--- config.mk ---
export PLATFORM = sky130hd
export DESIGN_NAME = mdu_sequencer_flat
export DESIGN_NICKNAME = d
export VERILOG_FILES = /design/src/rtl/mdu_sequencer_if.sv /design/src/rtl/mdu_sequencer.sv /design/src/flat_wrapper.sv
export SDC_FILE = /design/constraint.sdc
export NUM_CORES = 1
export LEC_CHECK = 0
export ABC_AREA = 1
export BUFFER_PORTS_ARGS = -buffer_cell sky130_fd_sc_hd__buf_4
export CELL_PAD_IN_SITES_DETAIL_PLACEMENT = 1
export CELL_PAD_IN_SITES_GLOBAL_PLACEMENT = 1
export CORE_ASPECT_RATIO = 1.5
export CORE_MARGIN = 2
export CORE_UTILIZATION = 27
export DETAILED_ROUTE_END_ITERATION = 10
export HOLD_SLACK_MARGIN = 0.1
export PLACE_DENSITY_LB_ADDON = 0.1
export SYNTH_ARGS = -nofsm -noshare
export SYNTH_HDL_FRONTEND = slang
export SYNTH_SLANG_ARGS = --single-unit
--- constraint.sdc ---
create_clock -name CLK -period 3.1 [get_ports CLK]
set_input_delay 0.465 -clock CLK [delete_from_list [all_inputs] [get_ports CLK]]
set_output_delay 0.465 -clock CLK [all_outputs]
set_load 0.01 [all_outputs]
--- src/rtl/mdu_sequencer_if.sv ---
// mdu_sequencer_if: EX-stage request/result bundle between the pipeline and the M-extension sequencer.
interface mdu_sequencer_if #(parameter int XLEN = 32);
  logic            START;
  logic [5:0]      ALU_SIGNAL;
  logic [XLEN-1:0] DATA1;
  logic [XLEN-1:0] DATA2;
  logic            FLUSH;
  logic            STALL;
  logic [XLEN-1:0] RESULT;
  logic            RESULT_VALID;
  modport master (output START, ALU_SIGNAL, DATA1, DATA2, FLUSH, input STALL, RESULT, RESULT_VALID);
  modport slave (input START, ALU_SIGNAL, DATA1, DATA2, FLUSH, output STALL, RESULT, RESULT_VALID);
endinterface

--- src/rtl/mdu_sequencer.sv ---
// mdu_sequencer: multi-cycle RV32M unit; shift-add multiply and restoring divide share one
// 2*XLEN accumulator (high half = partial product / remainder, low half = multiplier / quotient).
module mdu_sequencer #(
  parameter int XLEN  = 32,
  parameter int CNT_W = 6
) (
  input logic CLK,
  input logic RESET,
  mdu_sequencer_if.slave bus
);
  typedef enum logic [1:0] {IDLE, CALC, FIX, DONE} state_t;
  state_t            state;
  logic [CNT_W-1:0]  cnt;
  logic [2:0]        op, f;
  logic              sign1, sign2, s1, s2, req, accept, div_zero, ovf, unused_bits;
  logic [XLEN-1:0]   mag2, m1, m2, fast, quo, rem, fix_res;
  logic [2*XLEN-1:0] acc, prod;
  logic [XLEN:0]     msum, rsh, rdiff;
  always_comb begin
    unused_bits = bus.ALU_SIGNAL[5];
    f = bus.ALU_SIGNAL[2:0];
    req = bus.START & bus.ALU_SIGNAL[3] & ~bus.ALU_SIGNAL[4];
    // The cycle carrying RESULT_VALID is the hand-back cycle: nothing is accepted and the pipeline runs
    accept = (state == IDLE) & req & ~bus.RESULT_VALID;
    bus.STALL = (state == IDLE) ? req & ~bus.RESULT_VALID : 1'b1;
    s1 = bus.DATA1[XLEN-1] & (f == 3'b001 | f == 3'b010 | f == 3'b100 | f == 3'b110);
    s2 = bus.DATA2[XLEN-1] & (f == 3'b001 | f == 3'b100 | f == 3'b110);
    m1 = s1 ? -bus.DATA1 : bus.DATA1;
    m2 = s2 ? -bus.DATA2 : bus.DATA2;
    div_zero = f[2] & (bus.DATA2 == '0);
    ovf = f[2] & ~f[0] & (bus.DATA1 == {1'b1, {(XLEN-1){1'b0}}}) & (&bus.DATA2);
    fast = div_zero ? (f[1] ? bus.DATA1 : '1) : (f[1] ? '0 : bus.DATA1);
    msum = {1'b0, acc[2*XLEN-1:XLEN]} + {1'b0, acc[0] ? mag2 : '0};
    rsh = acc[2*XLEN-1:XLEN-1];
    rdiff = rsh - {1'b0, mag2};
    prod = (sign1 ^ sign2) ? -acc : acc;
    quo = (sign1 ^ sign2) ? -acc[XLEN-1:0] : acc[XLEN-1:0];
    rem = sign1 ? -acc[2*XLEN-1:XLEN] : acc[2*XLEN-1:XLEN];
    fix_res = op[2] ? (op[1] ? rem : quo) : (op == 3'b000 ? prod[XLEN-1:0] : prod[2*XLEN-1:XLEN]);
  end
  always_ff @(posedge CLK) begin
    if (!RESET) begin
      state <= IDLE;
      cnt <= '0;
      op <= '0;
      sign1 <= 1'b0;
      sign2 <= 1'b0;
      mag2 <= '0;
      acc <= '0;
      bus.RESULT <= '0;
      bus.RESULT_VALID <= 1'b0;
    end else if (bus.FLUSH) begin
      state <= IDLE;
      bus.RESULT_VALID <= 1'b0;
    end else begin
      bus.RESULT_VALID <= 1'b0;
      case (state)
        IDLE: if (accept) begin
          op <= f;
          sign1 <= s1;
          sign2 <= s2;
          mag2 <= m2;
          acc <= {{XLEN{1'b0}}, m1};
          cnt <= CNT_W'(XLEN - 1);
          if (div_zero | ovf) begin
            bus.RESULT <= fast;
            state <= DONE;
          end else state <= CALC;
        end
        CALC: begin
          cnt <= cnt - 1'b1;
          acc <= op[2] ? (rdiff[XLEN] ? {rsh[XLEN-1:0], acc[XLEN-2:0], 1'b0}
                                      : {rdiff[XLEN-1:0], acc[XLEN-2:0], 1'b1})
                       : {msum, acc[XLEN-1:1]};
          if (cnt == '0) state <= FIX;
        end
        FIX: begin
          bus.RESULT <= fix_res;
          state <= DONE;
        end
        DONE: begin
          bus.RESULT_VALID <= 1'b1;
          state <= IDLE;
        end
        default: state <= IDLE;
      endcase
    end
  end
endmodule

--- src/flat_wrapper.sv ---
// flat-port wrapper written by rule: the top's interface ports become plain ports
module mdu_sequencer_flat 
#(
  parameter int XLEN  = 32,
  parameter int CNT_W = 6
)
  (CLK, RESET, bus_START, bus_ALU_SIGNAL, bus_DATA1, bus_DATA2, bus_FLUSH, bus_STALL, bus_RESULT, bus_RESULT_VALID);
  mdu_sequencer_if #(.XLEN(XLEN)) bus_i ();
  input logic CLK;
  input logic RESET;
  input wire logic [$bits(bus_i.START)-1:0] bus_START;
  input wire logic [$bits(bus_i.ALU_SIGNAL)-1:0] bus_ALU_SIGNAL;
  input wire logic [$bits(bus_i.DATA1)-1:0] bus_DATA1;
  input wire logic [$bits(bus_i.DATA2)-1:0] bus_DATA2;
  input wire logic [$bits(bus_i.FLUSH)-1:0] bus_FLUSH;
  output wire logic [$bits(bus_i.STALL)-1:0] bus_STALL;
  output wire logic [$bits(bus_i.RESULT)-1:0] bus_RESULT;
  output wire logic [$bits(bus_i.RESULT_VALID)-1:0] bus_RESULT_VALID;
  assign bus_i.START = bus_START;
  assign bus_i.ALU_SIGNAL = bus_ALU_SIGNAL;
  assign bus_i.DATA1 = bus_DATA1;
  assign bus_i.DATA2 = bus_DATA2;
  assign bus_i.FLUSH = bus_FLUSH;
  assign bus_STALL = bus_i.STALL;
  assign bus_RESULT = bus_i.RESULT;
  assign bus_RESULT_VALID = bus_i.RESULT_VALID;
  mdu_sequencer #(.XLEN(XLEN), .CNT_W(CNT_W)) u_core (.CLK(CLK), .RESET(RESET), .bus(bus_i));
endmodule
# Word-level counts from Yosys, hierarchy flattened
# Cells that the tools add are included.
# classes
n_bitwise	23
shift	0
div	0
n_lt_le_gt_ge	0
n_reduce_logical	12
muxes	27
addsub	8
n_eq_ne	11
mul	0
# op_table
op	count
32-bit two-way mux	13
64-bit two-way mux	4
32-bit negation	4
64-bit one-hot mux with 2 select lines	1
64-bit negation	1
32-bit one-hot mux with 2 select lines	1
32-bit by 32-bit adder with 33-bit output	1
33-bit by 32-bit subtractor with 33-bit output	1
32-bit equality test, second input constant	1
32-bit logical NOT	1
32-bit AND reduction	1
6-bit one-hot mux with 2 select lines	1
1-bit AND	11
2-bit one-hot mux with 4 select lines	1
3-bit equality test, second input constant	2
6-bit logical NOT	1
2-bit two-way mux	3
6-bit two-way mux	1
1-bit OR	6
3-bit AND reduction	2
6-bit by 1-bit subtractor with 6-bit output, second input constant	1
1-bit inverter	5
2-bit equality test, second input constant	2
2-bit by 1-bit != test with 1-bit output, second input constant	2
other kinds (12)	14
# totals
romBits	0
word_cells	90
in_bits	74
reg_bits	142
memories	0
latch_bits	0
mem_bits_rw	0

# Logic depth before layout (Yosys ltp)
# Gate-level depths: netlist of the first run.
# depth
word_depth	8
depth_mapped	20
ltp_nobuf	18

# Worst setup path before layout of the first run
# Ideal clock, no wire load.
# synth_timing
path_kind	flip-flop to flip-flop
start	register u_core.acc[0]
end	register u_core.acc[61]
synth_period_minus_slack_ns	2.562
t_arrival_ns	2.430
stages_incl_launch_ff	20
n_path_buf	2
slack_ns	0.538
path_cell_list	dfxtp_1 buf_2 clkbuf_1 nand2_1 inv_1 ha_1 inv_1 fa_1 inv_1 nand3_1 nand2_1 inv_1 nor2_1 nor2_1 o21ai_0 nand2_1 nand3_1 nand3_1 nand3_1 a21oi_1
# synth_between
elab_chain_len	4
# synth_rtl
element	line	text
start, declared	mdu_sequencer.sv:17	logic [2*XLEN-1:0] acc, prod;
start signal, assigned	mdu_sequencer.sv:63	acc <= {{XLEN{1'b0}}, m1};
start signal, assigned	mdu_sequencer.sv:72	acc <= op[2] ? (rdiff[XLEN] ? {rsh[XLEN-1:0], acc[XLEN-2:0], 1'b0}
32-bit two-way mux	mdu_sequencer.sv:33	msum = {1'b0, acc[2*XLEN-1:XLEN]} + {1'b0, acc[0] ? mag2 : '0};
32-bit by 32-bit adder with 33-bit output	mdu_sequencer.sv:33	
64-bit two-way mux	mdu_sequencer.sv:72	
64-bit one-hot mux with 2 select lines	mdu_sequencer.sv:57	case (state)
# No other way between the ends.
# A chain may end at the register's enable or synchronous reset.

# Worst setup path in the final report of the first run
# layout_timing
start	register u_core.acc[31]
end	register u_core.acc[55]
# layout_between
elab_chain_len	4
# layout_rtl
element	line	text
33-bit by 32-bit subtractor with 33-bit output	mdu_sequencer.sv:35	rdiff = rsh - {1'b0, mag2};
64-bit two-way mux (2 in series)	mdu_sequencer.sv:72	
64-bit one-hot mux with 2 select lines	mdu_sequencer.sv:57	
# No other way between the ends.

==> results of run 1 <==
where the power goes:
group / switching [mW] / internal [mW]
registers: 0.0668 / 1.86
clock network: 0.948 / 1.04
logic: 1.52 / 0.676
area by class of cell:
| class | instances | area share, % |
|---|---|---|
| clock buffer | 19 | 2.07 |
| sequential | 142 | 13.3 |
| multi-input combinational | 2729 | 61.0 |
| clock inverter | 12 | 0.421 |
| timing repair buffer | 263 | 9.69 |
| inverter | 478 | 8.38 |
| tap | 885 | 5.17 |
through the flow:
stage	hold slack [ns]	util, %	area (um^2)
floorplan	0.445	-	18300
detailed placement	0.465	31.3	20900
global placement	0.455	31.3	20900
finish	0.263	32.1	21400
global route	0.289	32.1	21400
CTS	0.243	32.0	21400
per-layer routing:
layer / up-vias / routed length (um)
li1: 11400 / -
met1: 11200 / 37200
met2: 561 / 54500
met3: 266 / 2750
met4: 0 / 10700
met5: - / 0
registers in the layout (all words and copies together) (netlist names):
| name | count |
|---|---|
| u_core.mag2 | 32 |
| u_core.state | 2 |
| u_core.bus.RESULT | 32 |
| u_core.cnt | 6 |
| u_core.sign1 | 1 |
| u_core.acc | 64 |
| u_core.bus.RESULT_VALID | 1 |
| u_core.op | 3 |
| u_core.sign2 | 1 |
timing repair:
action                                  in CTS  in global routing
endpoints found under the setup margin       0                 13
gates resized for setup                      0                  9
setup buffers                                0                  0
critical path, cell delays in order, from the launching register on:
cell and delay, ns:
dfxtp_1 0.34, inv_1 0.10, ha_1 0.26, fa_1 0.42, inv_1 0.13, nand3_1 0.10
nand2_2 0.13, nand2_1 0.07, nand2_2 0.11, nand2_1 0.12, nand2_2 0.12, nand2_4 0.09
nand2_4 0.09, nand2_4 0.08, nand2_2 0.10, buf_4 0.20, nand3_1 0.15, nand3_1 0.10
nand2_1 0.05, a21oi_1 0.12
synth_stat cells, types with 17 or more instances:
cell / count
nand3_1: 402
dfxtp_1: 142
nand4_1: 35
nor2_1: 389
xor2_1: 37
inv_1: 453
nor3_1: 26
buf_2: 25
o21ai_0: 206
a31oi_1: 22
nand2_1: 1114
clkbuf_1: 89
o21ai_1: 30
inv_2: 19
ha_1: 75
xnor2_1: 21
nor2_2: 17
a21oi_1: 239
nand3b_1: 18
layout by cell type (no fill, tap or decap), drive strengths merged, types with 3 or more instances in the layout:
cell      synthesis  final
a21oi           243    243
a31oi            22     22
and2              5      5
and3              3      3
buf              50    263
clkbuf           89     19
clkinv            6     11
clkinvlp          0      3
dfxtp           142    142
ha               75     75
inv             472    476
nand2          1125   1125
nand3           405    405
nand3b           18     18
nand4            35     35
nor2            409    409
nor3             29     29
nor4              7      7
o211ai           15     15
o21ai           239    239
o21bai           10     10
o221ai            4      4
o31ai             3      3
or2              10     10
xnor2            21     21
xor2             38     38
worst paths after layout:
path	end	slack [ns]	cells after the start
worst min register to register	u_core.bus.RESULT[12]$_SDFFE_PN0P_	0.48	2
worst max register to register	u_core.acc[55]$_SDFFE_PN0P_	0.14	19
worst min-delay path	u_core.op[0]$_SDFFE_PN0P_	0.26	3
worst max-delay path	u_core.acc[55]$_SDFFE_PN0P_	0.14	19
kinds of logic (layout without fill, tap and decap cells):
group | count (synthesis) | in the layout
and+or+nand+nor | 2047 | 2047
buffers and inverters | 617 | 772
AOI/OAI and AO/OA | 546 | 546
adders and majority gates | 77 | 77
xor gates and xnor gates | 59 | 59
DFF | 142 | 142
==> run metrics, run 1 <==
synth warn 0; Post-Synth Simple-Gate Area 47.1%; 1st-pass router iterations 5; Arrival @ worst endpoint about 3.4 ns; RSZ-0062 raised after global routing false; Worst slew margin 34.4%; initial core utilization a little over a quarter; Core ar. 66800 um^2; met2 Usage GRT about 56%; # clock sinks 142; worst r2r src u_core.acc[31]$_SDFFE_PN0P_; I/O pins roughly 110; met3 usage 2.72%; FMAX between 300 and 400 MHz; most area-consuming cells after synthesis nand2_1 23%, dfxtp_1 16%, nand3_1 11%, inv_1 9.3%, nor2_1 8.0%; crit path launch type flop; via-per-instance ratio between 5 and 6; Avg Cell Area, Syn 5.24 um^2; Worst-Margin Slew roughly 0.98 ns; clock slew at reported path FFs 0.06 ns; VDD IR-drop max between 0.4 and 0.5 mV; Synth Cell Area 18300 um^2; Die Y about 320 um; Cells after DPL around 4.5k; ant diodes 0; Setup crit start u_core.acc[31]$_SDFFE_PN0P_; final slew viol count 0; final worst slack 0.141 ns; fin cells roughly 4.5k; largest family of logic cells by synthesized area simple AND/OR/NAND/NOR gates; Synth area leader nand2_1; # setup viols final 0; TritonCTS clock tree yes; P&R area growth vs syn 17.3%; pwr/cell area ~290 nW/um^2; drt wl/cell ~23 um; Final Skew 0.0135 ns; ys async rst share 0%; P_leak around 11 nW; layout cells sized above 1 10.3%; DIE AREA about 70000 um^2; Multi-input gate area roughly 13000 um^2; width of the die around 220 um; Fillers between 9k and 10k; met1 global-route usage a little under 30%; CP endpoint kind flop; first-pass GRT wire length between 150000 and 200000 um; Hold Path Class in2reg; FF+latch area around 2800 um^2; Synth Flop Type dfxtp_1; HP Start bus_ALU_SIGNAL[0]; Period Utilization, post-route a little over nine tenths; post-synthesis mux area share 0%; Post-Synth XOR/XNOR Area under 10%; CP Class reg2reg; Top Usage Layer GRT met2; Worst-Skew Late Latency about 0.5 ns; CP Max Fanout 9; Design Power just over 6 mW; clk root buf clkbuf_16; Syn Inst Count 3488; total gr overflow 0; EDFF count, synth 0; max-cap violations 0; Adder-Cell Fraction of Synth Area under 10%; num rows around 120; final worst path period need roughly 3.0 ns; post-synthesis sequential area ratio 15.6%; initial antenna violation count 0; Hold Buf Count CTS 0; DRT Wirelength between 100000 and 150000 um; largest net degree at the start of global routing 67; DRC Markers 0; Max clock buf depth 2; CP required 3.53 ns; post-synth top area share 22.9%; Synth Register Bits 142; syn_nets between 3k and 4k; outcome completed; ANT nets after route 0; hpwl dp ~87000 um; htree depth 4; Synth cell types 54; Final nets ~3.8k; total track usage around 30%; Initial DRC Count 1478; pre-CTS setup slack between 0.05 and 0.06 ns; IO buf count roughly 110; number of global-route vias before repair 24.4k; Placer Congestion roughly 1; vias around 23k; setup_tns 0 ns; CTS buffer count 17; Hold Vio Cnt, Final 0; Compound-Gate Fraction of Synth Area between 15 and 20%
Note: power is estimated with default switching activity, not from simulation.
==> inputs of run 2 (changes only) <==
Settings changed: ABC_AREA 1 to default, CTS_CLUSTER_SIZE from default to 16.
==> run 2 against run 1 <==
Against the previous run: cell area is 5.8% lower; power is 4.0% lower; sequential share of layout area is 0.96 points higher; highest routed layer unchanged; combinational power is 14% lower; first-iteration DRC count is 53% lower; synthesized area is 19% lower; global-route usage is 2.4 points lower; critical path type unchanged.
==> run metrics, run 2 <==
leading cell type in the layout, fill and taps excluded buf_4; vias roughly 17k; P&R area growth vs syn 35.9%; Synth area leader dfxtp_1; Hold Vio Cnt, Final 0; Core ar. 54500 um^2; P_leak about 8.3 nW; # clock sinks roughly 140; DRT Wirelength approximately 79000 um; IO buf count around 110; # setup viols final 0; Compound-Gate Fraction of Synth Area 30.1%; delay-heaviest family, CP simple AND/OR/NAND/NOR gates; Post-Synth Simple-Gate Area between 20% and 30%; Max clock buf depth 2; Arrival @ worst endpoint 3.45 ns; crit path launch type flop; initial antenna violation count 1; Adder-Cell Fraction of Synth Area 6.66%; number of global-route vias before repair 18.7k; Placer Congestion between 0.9 and 1; FMAX ~330 MHz; CTS buffer count 17; biggest regs u_core.acc: 64 flops, u_core.bus.RESULT: 32 flops, u_core.mag2: 32 flops; Syn Inst Count between 2k and 2.5k; first-pass GRT wire length 117000 um; Synth Cell Area about 15000 um^2; post-synth top area share between 10% and 20%; top-count cell post-synth nand2_1; initial core utilization roughly 27%; DRC Markers 0; I/O pins between 100 and 150; slowest stage cell, crit path or4_4; total gr overflow 0; max-cap violations 0; commonest non-fill, non-tap cells in the layout 477 x buf_4, 247 x nand2_1, 216 x nor2_1; htree depth 4; via-per-instance ratio between 5 and 6; width of the die approximately 200 um; Period Utilization, post-route 98.3%; DIE AREA between 50000 and 60000 um^2; ys async rst share 0%; WP buf/inv 2; Hold Buf Count CTS 0; Avg Cell Area, Syn around 7.0 um^2; Worst-Margin Slew just over 0.9 ns; Initial DRC Count between 600 and 700; post-synthesis sequential area ratio a little under a fifth; final worst path period need about 3.0 ns; 1st-pass router iterations 5; fin cells 3170; outcome completed; RSZ-0062 raised after global routing true; Die Y just under 300 um; Worst-Skew Late Latency between 0.4 and 0.5 ns; Worst slew margin roughly two fifths; num rows approximately 110; CP max stage delay ~0.54 ns; Post-synth top cells 249 x nand2_1, 222 x nor2_1, 193 x a21oi_1; Final Core Density 37.0%; hpwl dp about 63000 um; Synth Register Bits about 140; clock slew at reported path FFs roughly 0.07 ns; CP required approximately 3.5 ns; synth warn 0; ANT nets after route 0; Cells after DPL between 3k and 4k; largest net degree at the start of global routing 75; VDD IR-drop max approximately 0.39 mV; largest family of logic cells by synthesized area compound AO/OA/AOI/OAI gates; drt wl/cell roughly 25 um; Hold Path Class in2reg; most used cell, CP or4_4; post-synthesis mux area share 4.29%; max reg flops 64; Post-Synth XOR/XNOR Area about a tenth; Final nets between 2k and 3k; Synth cell types 83; most area-consuming cells after synthesis dfxtp_1 19%, a21oi_1 6.5%, ha_1 6.3%, nand2_1 6.3%, nor2_1 5.6%; Final Skew 0.0160 ns; Synth Flop Type dfxtp_1; EDFF count, synth 0; TritonCTS clock tree yes; CP Class reg2reg; CP Max Fanout 9; syn_nets roughly 2.3k; layout cells sized above 1 28.6%; final slew viol count 0; CP endpoint kind flop; crit-path cells buf_6, or4_4, or4_4, or4_4, o21ai_4, xnor2_2, o21ai_2, a221oi_2, buf_4, nor2_1, a21oi_1; clk root buf clkbuf_16; total track usage approximately 27%; largest register by flop count u_core.acc; pwr/cell area slightly below 300 nW/um^2
[run 2: cell count changes in the layout (fill, tap and decap cells not counted), sizes merged, moves of 33 or more]
cell | previous run | this run
a21oi | 243 | 194
nand2 | 1125 | 250
xnor2 | 21 | 89
a211oi | 1 | 50
a21o | 2 | 43
o21ai | 239 | 143
inv | 476 | 74
or3 | 0 | 33
mux2i | 0 | 58
buf | 263 | 495
nor2 | 409 | 222
xor2 | 38 | 86
nand3 | 405 | 30
[run 2: logic make-up (layout without fill, tap and decap cells)]
family,count (synthesis),count (layout)
adder cells (fa/ha/maj),78,78
other,0,1
flip-flops,142,142
AO/OA/AOI/OAI,694,694
multiplexers,63,63
XOR/XNOR,175,175
buffers and inverters,230,594
AND/OR/NAND/NOR,728,728
[run 2: final cells by class]
class | instances | area, um^2
Antenna cell | 1 | 2.50
Clock buffer | 17 | 425
Clock inverter | 14 | 124
Fill cell | 6681 | 34300
Inverter | 67 | 256
Multi-Input combinational cell | 1738 | 11700
Sequential cell | 142 | 2880
Tap cell | 695 | 870
Timing Repair Buffer | 496 | 3880
[run 2: report_power, final]
group | total, mW | internal [mW] | switching [mW]
Combinational | 1.90 | 0.809 | 1.09
Clock | 2.08 | 1.05 | 1.03
Sequential | 1.89 | 1.86 | 0.0348
Total | 5.87 | 3.72 | 2.16
[run 2: what timing repair did]
action                                  CTS  global route
resized for setup                        79           109
endpoints found under the setup margin   37            46
buffers inserted                          9             5
pin swaps                                30            40
hold endpoints to repair                  0             0
gates cloned                              1             1
[run 2: final timing paths]
kind                            slack, ns  depth (start not counted)                          startpoint                                  to
worst max-delay path                 0.05                         11         u_core.acc[40]$_SDFFE_PN0P_  u_core.bus.RESULT[14]$_SDFFE_PN0P_
worst min-delay path                 0.28                          3                   bus_ALU_SIGNAL[2]           u_core.op[2]$_SDFFE_PN0P_
worst min register to register       0.46                          2  u_core.bus.RESULT[21]$_SDFFE_PN0P_  u_core.bus.RESULT[21]$_SDFFE_PN0P_
worst max register to register       0.05                         11         u_core.acc[40]$_SDFFE_PN0P_  u_core.bus.RESULT[14]$_SDFFE_PN0P_
[run 2: tightest hold or removal path, stage by stage]
cell and delay [ns]:
buf_4 0.13, nand2_1 0.06, a21oi_1 0.06
[run 2: through the flow]
stage | TNS (ns) | setup slack (ns) | cell area, um^2 | hold WS (ns) | total power [mW]
floorplan | 0 | 0.0181 | 14900 | 0.432 | 2.85
global placement | -6.73 | -0.229 | 18800 | 0.446 | 3.70
detailed placement | -8.80 | -0.251 | 18800 | 0.456 | 3.72
CTS | 0 | 0.00115 | 19700 | 0.255 | 5.89
global route | -0.362 | -0.0595 | 20200 | 0.284 | 6.15
finish | 0 | 0.0519 | 20200 | 0.280 | 5.87
[run 2: metal layers]
layer	part of all wire (%)	track usage, %	up-vias	routed length [um]
met3	2.5	3.11	188	1960
li1	-	-	8361	-
met5	0	0	-	0
met4	8.2	20.1	0	6420
met2	53	52.2	338	41800
met1	36	27.1	8566	28500
